===== src/rtl/uart_receiver_ctrl_pkg.sv =====
// Shared types and helpers for the UART receive path: FSM states,
// word-length codes, latched frame configuration and status flags.
package uart_pkg;

  typedef enum logic [2:0] {
    IDLE,
    START,
    DATA,
    PARITY,
    STOP,
    LAST_SHIFT,
    CAPTURE
  } rx_state_e;

  localparam logic [1:0] WLS_5 = 2'b00;
  localparam logic [1:0] WLS_6 = 2'b01;
  localparam logic [1:0] WLS_7 = 2'b10;
  localparam logic [1:0] WLS_8 = 2'b11;

  typedef struct packed {
    logic [1:0] wls;
    logic       pen;
    logic       eps;
    logic       sp;
  } rx_cfg_t;

  typedef struct packed {
    logic parity_err;
    logic framing_err;
    logic break_det;
    logic overrun_err;
  } rx_flags_t;

  function automatic logic [3:0] data_bits(input logic [1:0] wls);
    case (wls)
      WLS_5:   return 4'd5;
      WLS_6:   return 4'd6;
      WLS_7:   return 4'd7;
      default: return 4'd8;
    endcase
  endfunction

  function automatic logic [7:0] data_mask(input logic [1:0] wls);
    return 8'hFF >> (3'd3 - {1'b0, wls});
  endfunction

endpackage


===== src/rtl/uart_receiver_ctrl_if.sv =====
// Receiver controller link to the shift block and the RBR/LSR register logic.
interface uart_receiver_ctrl_if;
  logic       rbr_full;
  logic [7:0] rsr_data;
  logic       receive_shift_en;
  logic       error_check;
  logic       rx_done;
  logic [7:0] rx_data;
  logic       parity_err;
  logic       framing_err;
  logic       break_det;
  logic       overrun_err;
  logic       rx_busy;

  modport master (
    input  rbr_full, rsr_data,
    output receive_shift_en, error_check, rx_done, rx_data,
           parity_err, framing_err, break_det, overrun_err, rx_busy
  );

  modport slave (
    output rbr_full, rsr_data,
    input  receive_shift_en, error_check, rx_done, rx_data,
           parity_err, framing_err, break_det, overrun_err, rx_busy
  );
endinterface


===== src/rtl/uart_receiver_ctrl_sync_edge.sv =====
// Multi-flop synchroniser for an idle-high serial line with a 1->0 edge flag.
module uart_sync_edge #(
  parameter int SYNC_STAGES = 2
) (
  input  logic pclk,
  input  logic presetn,
  input  logic din_i,
  output logic sync_o,
  output logic fall_o
);

  // One extra flop beyond the synchroniser holds the previous synchronised value.
  logic [SYNC_STAGES:0] sync_q;

  always_ff @(posedge pclk or posedge presetn) begin
    if (presetn) begin
      sync_q <= '1;
    end else begin
      sync_q <= {sync_q[SYNC_STAGES-1:0], din_i};
    end
  end

  assign sync_o = sync_q[SYNC_STAGES-1];
  assign fall_o = sync_q[SYNC_STAGES] & ~sync_q[SYNC_STAGES-1];

endmodule


===== src/rtl/uart_receiver_ctrl.sv =====
// UART receive sequencer: start-bit hunt, mid-bit shift strobes, frame
// capture and LSR status generation on a 16x oversampling tick.
module uart_receiver_ctrl
  import uart_pkg::*;
#(
  parameter int OS_RATE     = 16,
  parameter int SYNC_STAGES = 2
) (
  input  logic                 pclk,
  input  logic                 presetn,
  input  logic                 baud_tick,
  input  logic                 uart_rxd,
  input  logic                 loop_txd,
  input  logic                 loop,
  input  logic [1:0]           wls,
  input  logic                 pen,
  input  logic                 eps,
  input  logic                 sp,
  uart_receiver_ctrl_if.master rx_if
);

  localparam int TICK_W = $clog2(OS_RATE);
  localparam logic [TICK_W-1:0] TICK_HALF = TICK_W'(OS_RATE / 2 - 1);
  localparam logic [TICK_W-1:0] TICK_LAST = TICK_W'(OS_RATE - 1);

  logic rxd;
  logic rxd_fall;

  uart_sync_edge #(.SYNC_STAGES(SYNC_STAGES)) u_sync (
    .pclk    (pclk),
    .presetn (presetn),
    .din_i   (loop ? loop_txd : uart_rxd),
    .sync_o  (rxd),
    .fall_o  (rxd_fall)
  );

  rx_state_e         state_q, state_d;
  logic [TICK_W-1:0] tick_cnt_q, tick_cnt_d;
  logic [2:0]        bit_cnt_q, bit_cnt_d;
  rx_cfg_t           cfg_q, cfg_d;
  logic              par_acc_q, par_acc_d;
  logic              any_one_q, any_one_d;
  logic              par_bit_q, par_bit_d;
  logic              stop_bit_q, stop_bit_d;
  logic              shift_en_q, shift_en_d;
  logic              rx_done_q, rx_done_d;
  logic [7:0]        rx_data_q, rx_data_d;
  rx_flags_t         flags_q, flags_d;
  logic              mid_bit;
  logic              exp_par;

  always_comb begin
    state_d    = state_q;
    tick_cnt_d = tick_cnt_q;
    bit_cnt_d  = bit_cnt_q;
    cfg_d      = cfg_q;
    par_acc_d  = par_acc_q;
    any_one_d  = any_one_q;
    par_bit_d  = par_bit_q;
    stop_bit_d = stop_bit_q;
    shift_en_d = 1'b0;
    rx_done_d  = 1'b0;
    rx_data_d  = rx_data_q;
    flags_d    = flags_q;
    mid_bit    = baud_tick && (tick_cnt_q == TICK_LAST);
    exp_par    = cfg_q.sp ? ~cfg_q.eps : (cfg_q.eps ? par_acc_q : ~par_acc_q);

    // Counter wraps to 0 by itself at the mid-bit sample point.
    if (baud_tick && (state_q inside {START, DATA, PARITY, STOP})) begin
      tick_cnt_d = tick_cnt_q + 1'b1;
    end

    case (state_q)
      IDLE: begin
        if (rxd_fall) begin
          state_d    = START;
          tick_cnt_d = '0;
          cfg_d      = '{wls: wls, pen: pen, eps: eps, sp: sp};
        end
      end
      START: begin
        if (baud_tick && (tick_cnt_q == TICK_HALF)) begin
          tick_cnt_d = '0;
          if (!rxd) begin
            state_d   = DATA;
            bit_cnt_d = '0;
            par_acc_d = 1'b0;
            any_one_d = 1'b0;
            par_bit_d = 1'b0;
          end else begin
            state_d = IDLE;
          end
        end
      end
      DATA: begin
        if (mid_bit) begin
          shift_en_d = 1'b1;
          par_acc_d  = par_acc_q ^ rxd;
          any_one_d  = any_one_q | rxd;
          bit_cnt_d  = bit_cnt_q + 3'd1;
          if ({1'b0, bit_cnt_q} == data_bits(cfg_q.wls) - 4'd1) begin
            state_d = cfg_q.pen ? PARITY : STOP;
          end
        end
      end
      PARITY: begin
        if (mid_bit) begin
          shift_en_d = 1'b1;
          par_bit_d  = rxd;
          state_d    = STOP;
        end
      end
      STOP: begin
        if (mid_bit) begin
          shift_en_d = 1'b1;
          stop_bit_d = rxd;
          state_d    = LAST_SHIFT;
        end
      end
      LAST_SHIFT: state_d = CAPTURE;
      CAPTURE: begin
        rx_done_d           = 1'b1;
        rx_data_d           = rx_if.rsr_data & data_mask(cfg_q.wls);
        flags_d.parity_err  = cfg_q.pen & (par_bit_q != exp_par);
        flags_d.framing_err = ~stop_bit_q;
        flags_d.break_det   = ~any_one_q & ~(cfg_q.pen & par_bit_q) & ~stop_bit_q;
        flags_d.overrun_err = rx_if.rbr_full;
        state_d             = IDLE;
      end
      default: state_d = IDLE;
    endcase
  end

  always_ff @(posedge pclk or posedge presetn) begin
    if (presetn) begin
      state_q    <= IDLE;
      tick_cnt_q <= '0;
      bit_cnt_q  <= '0;
      cfg_q      <= '0;
      par_acc_q  <= 1'b0;
      any_one_q  <= 1'b0;
      par_bit_q  <= 1'b0;
      stop_bit_q <= 1'b0;
      shift_en_q <= 1'b0;
      rx_done_q  <= 1'b0;
      rx_data_q  <= '0;
      flags_q    <= '0;
    end else begin
      state_q    <= state_d;
      tick_cnt_q <= tick_cnt_d;
      bit_cnt_q  <= bit_cnt_d;
      cfg_q      <= cfg_d;
      par_acc_q  <= par_acc_d;
      any_one_q  <= any_one_d;
      par_bit_q  <= par_bit_d;
      stop_bit_q <= stop_bit_d;
      shift_en_q <= shift_en_d;
      rx_done_q  <= rx_done_d;
      rx_data_q  <= rx_data_d;
      flags_q    <= flags_d;
    end
  end

  assign rx_if.receive_shift_en = shift_en_q;
  assign rx_if.error_check      = (state_q == CAPTURE);
  assign rx_if.rx_done          = rx_done_q;
  assign rx_if.rx_data          = rx_data_q;
  assign rx_if.parity_err       = flags_q.parity_err;
  assign rx_if.framing_err      = flags_q.framing_err;
  assign rx_if.break_det        = flags_q.break_det;
  assign rx_if.overrun_err      = flags_q.overrun_err;
  assign rx_if.rx_busy          = (state_q != IDLE);

endmodule


===== src/flat_wrapper.sv =====
// flat-port wrapper written by rule: the top's interface ports become plain ports
module uart_receiver_ctrl_flat import uart_pkg::*;
#(
  parameter int OS_RATE     = 16,
  parameter int SYNC_STAGES = 2
)
  (pclk, presetn, baud_tick, uart_rxd, loop_txd, loop, wls, pen, eps, sp, rx_if_rbr_full, rx_if_rsr_data, rx_if_receive_shift_en, rx_if_error_check, rx_if_rx_done, rx_if_rx_data, rx_if_parity_err, rx_if_framing_err, rx_if_break_det, rx_if_overrun_err, rx_if_rx_busy);
  uart_receiver_ctrl_if rx_if_i ();
  input  logic pclk;
  input  logic presetn;
  input  logic baud_tick;
  input  logic uart_rxd;
  input  logic loop_txd;
  input  logic loop;
  input  logic [1:0] wls;
  input  logic pen;
  input  logic eps;
  input  logic sp;
  input wire logic [$bits(rx_if_i.rbr_full)-1:0] rx_if_rbr_full;
  input wire logic [$bits(rx_if_i.rsr_data)-1:0] rx_if_rsr_data;
  output wire logic [$bits(rx_if_i.receive_shift_en)-1:0] rx_if_receive_shift_en;
  output wire logic [$bits(rx_if_i.error_check)-1:0] rx_if_error_check;
  output wire logic [$bits(rx_if_i.rx_done)-1:0] rx_if_rx_done;
  output wire logic [$bits(rx_if_i.rx_data)-1:0] rx_if_rx_data;
  output wire logic [$bits(rx_if_i.parity_err)-1:0] rx_if_parity_err;
  output wire logic [$bits(rx_if_i.framing_err)-1:0] rx_if_framing_err;
  output wire logic [$bits(rx_if_i.break_det)-1:0] rx_if_break_det;
  output wire logic [$bits(rx_if_i.overrun_err)-1:0] rx_if_overrun_err;
  output wire logic [$bits(rx_if_i.rx_busy)-1:0] rx_if_rx_busy;
  assign rx_if_i.rbr_full = rx_if_rbr_full;
  assign rx_if_i.rsr_data = rx_if_rsr_data;
  assign rx_if_receive_shift_en = rx_if_i.receive_shift_en;
  assign rx_if_error_check = rx_if_i.error_check;
  assign rx_if_rx_done = rx_if_i.rx_done;
  assign rx_if_rx_data = rx_if_i.rx_data;
  assign rx_if_parity_err = rx_if_i.parity_err;
  assign rx_if_framing_err = rx_if_i.framing_err;
  assign rx_if_break_det = rx_if_i.break_det;
  assign rx_if_overrun_err = rx_if_i.overrun_err;
  assign rx_if_rx_busy = rx_if_i.rx_busy;
  uart_receiver_ctrl #(.OS_RATE(OS_RATE), .SYNC_STAGES(SYNC_STAGES)) u_core (.pclk(pclk), .presetn(presetn), .baud_tick(baud_tick), .uart_rxd(uart_rxd), .loop_txd(loop_txd), .loop(loop), .wls(wls), .pen(pen), .eps(eps), .sp(sp), .rx_if(rx_if_i));
endmodule

===== config.mk =====
export PLATFORM = sky130hd
export DESIGN_NAME = uart_receiver_ctrl_flat
export DESIGN_NICKNAME = d
export VERILOG_FILES = /design/src/rtl/uart_receiver_ctrl_pkg.sv /design/src/rtl/uart_receiver_ctrl_if.sv /design/src/rtl/uart_receiver_ctrl_sync_edge.sv /design/src/rtl/uart_receiver_ctrl.sv /design/src/flat_wrapper.sv
export SDC_FILE = /design/constraint.sdc
export NUM_CORES = 1
export LEC_CHECK = 0
export ABC_AREA = 1
export CORE_ASPECT_RATIO = 0.5
export CORE_MARGIN = 2
export CORE_UTILIZATION = 41
export CTS_CLUSTER_DIAMETER = 200
export DETAILED_ROUTE_END_ITERATION = 8
export PLACE_DENSITY = 0.68
export SYNTH_ARGS = -nofsm -noshare
export SYNTH_HDL_FRONTEND = slang
export SYNTH_SLANG_ARGS = --single-unit

===== constraint.sdc =====
create_clock -name pclk -period 1.4 [get_ports pclk]
set_input_delay 0.14 -clock pclk [delete_from_list [all_inputs] [get_ports pclk]]
set_output_delay 0.14 -clock pclk [all_outputs]
set_load 0.005 [all_outputs]

==> metrics.md <==
| Metric | Value |
|---|---|
| Yosys cell types | `29` |
| Mapped Nets | `240` |
| Unrepaired setup endpoints after global routing | `yes` |
| Port bufs | `35` |
| Pin count of the biggest net entering global routing | `37` |
| Crit path cell chain | `buf_12 -> buf_6 -> nand3_4 -> inv_4 -> nand2_2 -> and2_4 -> nand2_4 -> nand2_2 -> nand2_1` |
| Worst slack, placed | `-0.0949 ns` |
| Detailed Route Iter0 Violations | `46` |
| Worst-path maximum fanout | `6` |
| Syn Std Cell Area | `approximately 0.0018 sq mm` |
| Post-synth EDFFs | `0` |
| WL/cell | `12.3 microns` |
| DRC violations left | `0` |
| Worst path max stage delay | `0.41 ns` |
| Setup WS post-layout | `-0.0159 ns` |
| Final setup fails | `3` |
| Most common cell in the netlist | `nand2_1` |
| Clock Latency Late Sink | `0.29 ns` |
| HPWL Detailed | `between 2 and 3 mm` |
| Fin area | `0.00264 sq mm` |
| Final slew viol count | `0` |
| Share of Yosys cell area claimed by the top area cell type | `45.1%` |
| Global route overflow | `0` |
| FFs w/ async S/R, synth | `100%` |
| LEAKAGE | `1.32 nW` |
| Slowest library cell on the worst path | `dfrtp_1` |
| Root Driver | `clkbuf_8` |
| Worst min-delay path category | `in2async` |
| Antenna Nets Post-Route | `0` |
| Core box area | `0.00434 sq mm` |
| Yosys reg bits | `36` |
| Max Cap Violations | `0` |
| Failing checks | `setup timing` |
| Total routed wirelength | `4.19 mm` |
| Area growth syn-to-layout | `44.4%` |
| Placement Rows | `17` |
| Fraction of final layout cells with drive strength greater than 1 | `29.0%` |
| Top cells by count, synth | `nand2_1, dfrtp_1, inv_1` |
| H-tree levels | `2` |
| Total CTS buffers | `5` |
| Fmax | `706 MHz` |
| Crit path capture type | `flip-flop` |
| Seq/Total Area, Yosys | `49.4%` |
| Avg Vias per Cell | `4.68` |
| Vias after detailed routing | `1590` |
| Fin crit share | `101%` |
| Critical path arrival | `~1.6 ns` |
| Worst Skew | `0.00780 ns` |
| Top cell type by total area after synthesis | `dfrtp_1` |
| Buf/Inv on CP | `3` |
| Status | `finished with violations` |
| Peak supply drop | `~0.00078 V` |
| Post-Route Utilization | `around 61%` |
| Ys flop type | `dfrtp_1` |
| Post-Syn Instances | `218` |
| Nets | `304` |
| # diodes | `0` |
| Initial antenna violation count | `0` |
| Setup TNS | `-0.0307 ns` |
| RD Place Congestion | `just under 0.8` |
| TritonCTS Sinks | `36` |
| YS warnings | `0` |
| Die area | `0.00505 sq mm` |
| Clk pin slew, worst setup/hold paths | `approximately 0.080 ns` |
| I/O Pins | `36` |
| Placed Area | `about 0.0024 sq mm` |
| All-Layer GR Usage | `17.1%` |
| Worst setup SP type | `flip-flop` |
| CTS tree | `done` |
| Critical path type | `reg2reg` |
| First-pass iteration count of the detailed router | `4` |
| Worst-case clock buffer depth | `2` |
| Min Tclk post-route | `1.42 ns` |
| Worst-Margin Slew | `0.216 ns` |
| Dominant cells by area after synthesis | `dfrtp_1, nand2_1, nand3_1` |
| Fin. Hold Viols | `0` |
| CP delay by family, top | `simple AND/OR/NAND/NOR gates` |
| Vias in the first global route | `around 1500` |
| Final Power | `5.36 mW` |
| Die Span Y | `51.2 microns` |
| Worst slew margin | `85.6%` |
| Die Width | `approximately 98 microns` |
| Initial core utilization | `42.2%` |
| Worst Path Required | `roughly 1.6 ns` |
| Top cell by count, worst path | `nand2_2` |
| Power per standard cell area | `between 2000 and 2500 mW/mm^2` |
| Synth Area per Inst | `8.40 sq um` |
| First-pass GRT wire length | `around 6.7 mm` |
worst reg2reg max path, stage by stage (launching register included):
cell     delay (ns)
dfrtp_1        0.41
buf_12         0.14
buf_6          0.13
nand3_4        0.14
inv_4          0.06
nand2_2        0.07
and2_4         0.18
nand2_4        0.07
nand2_2        0.06
nand2_1        0.06
logic make-up (layout without fill, tap and decap cells):
family,count (synthesis),in the layout,share of synthesized area [%]
and+or+nand+nor,122,122,31.2
DFF,36,36,49.4
buffers and inverters,33,98,9.02
AOI/OAI and AO/OA,17,17,4.72
xor gates and xnor gates,5,5,2.39
muxes,3,3,1.85
adders and majority gates,2,2,1.37
flip-flops by register name, indices dropped and copies added, names as in the netlist:
name and cells:
u_core.cfg_q 5, u_core.rx_if.receive_shift_en 1, u_core.any_one_q 1, u_core.u_sync.sync_q 3
u_core.par_acc_q 1, u_core.rx_if.overrun_err 1, u_core.rx_if.parity_err 1, u_core.par_bit_q 1
u_core.tick_cnt_q 4, u_core.rx_if.rx_data 8, u_core.rx_if.rx_done 1, u_core.bit_cnt_q 3
u_core.stop_bit_q 1, u_core.state_q 3, u_core.rx_if.framing_err 1, u_core.rx_if.break_det 1
timing repair:
item,in CTS,in global routing
resized for setup,14,27
hold buffers,0,0
setup buffers,3,4
setup endpoints to repair,6,19
pin swaps,3,8
layout make-up:
class,count,area (sq um)
fillers,386,1700
flip-flops and latches,36,906
multi-input cells,149,842
repair buffers,63,599
inverters,27,114
well taps,57,71.3
clock buffers,5,68.8
clock inverters,3,42.5
through the flow:
stage          std cells  hold slack, ns
3_5_place_dp         325           0.347
5_1_grt              340           0.215
3_3_place_gp         325           0.347
2_1_floorplan        218           0.257
6_report             340           0.194
4_1_cts              336           0.188
power by group:
| group | switching (mW) | internal, mW | total, mW |
|---|---|---|---|
| Clock | 0.387 | 0.527 | 0.914 |
| Sequential | 0.296 | 1.44 | 1.73 |
| Combinational | 1.35 | 1.36 | 2.71 |
| Total | 2.03 | 3.33 | 5.36 |
layer usage:
layer / track usage, % / part of all wire [%]
met3: 4.51 / 5.6
met2: 27.4 / 47
met5: 0 / 0
met1: 22.2 / 47
met4: 7.31 / 0.91
final timing paths:
check	endpoint	cells after the start	slack (ns)	start
worst max-delay path	u_core.bit_cnt_q[1]	9	-0.02	u_core.state_q[1]
worst min-delay path	u_core.cfg_q[2]	3	0.19	presetn
worst max register to register	u_core.bit_cnt_q[1]	9	-0.02	u_core.state_q[1]
worst min register to register	u_core.u_sync.sync_q[1]	0	0.36	u_core.u_sync.sync_q[0]
max in group asynchronous	u_core.u_sync.sync_q[1]	3	0.95	presetn
min in group pclk	u_core.u_sync.sync_q[1]	0	0.36	u_core.u_sync.sync_q[0]
placed cells by master (no fill, tap or decap):
cell             count
nor3_2               1
clkinvlp_4           1
clkbuf_2             2
inv_2                4
o21ai_0              4
clkinv_2             1
nor2_2               2
nand3_4              4
nor2_4               2
nand3_1             15
dfrtp_2              1
and2_4               1
buf_6                3
a21oi_1              4
nand2_4              4
inv_1               18
inv_4                5
o21ai_2              1
o21ai_1              7
o22ai_1              1
nand2_2             11
nand3b_1             1
bufinv_16            1
buf_12               3
nand4_1              5
xnor2_1              3
clkbuf_8             5
mux2_2               3
nand2_1             59
buf_4               22
dfrtp_1             32
nor2_1              15
clkdlybuf4s50_1     33
dfstp_2              3
ha_1                 2
nand3_2              2
xor2_1               2
No activity file was read; power rests on OpenSTA's default activity.
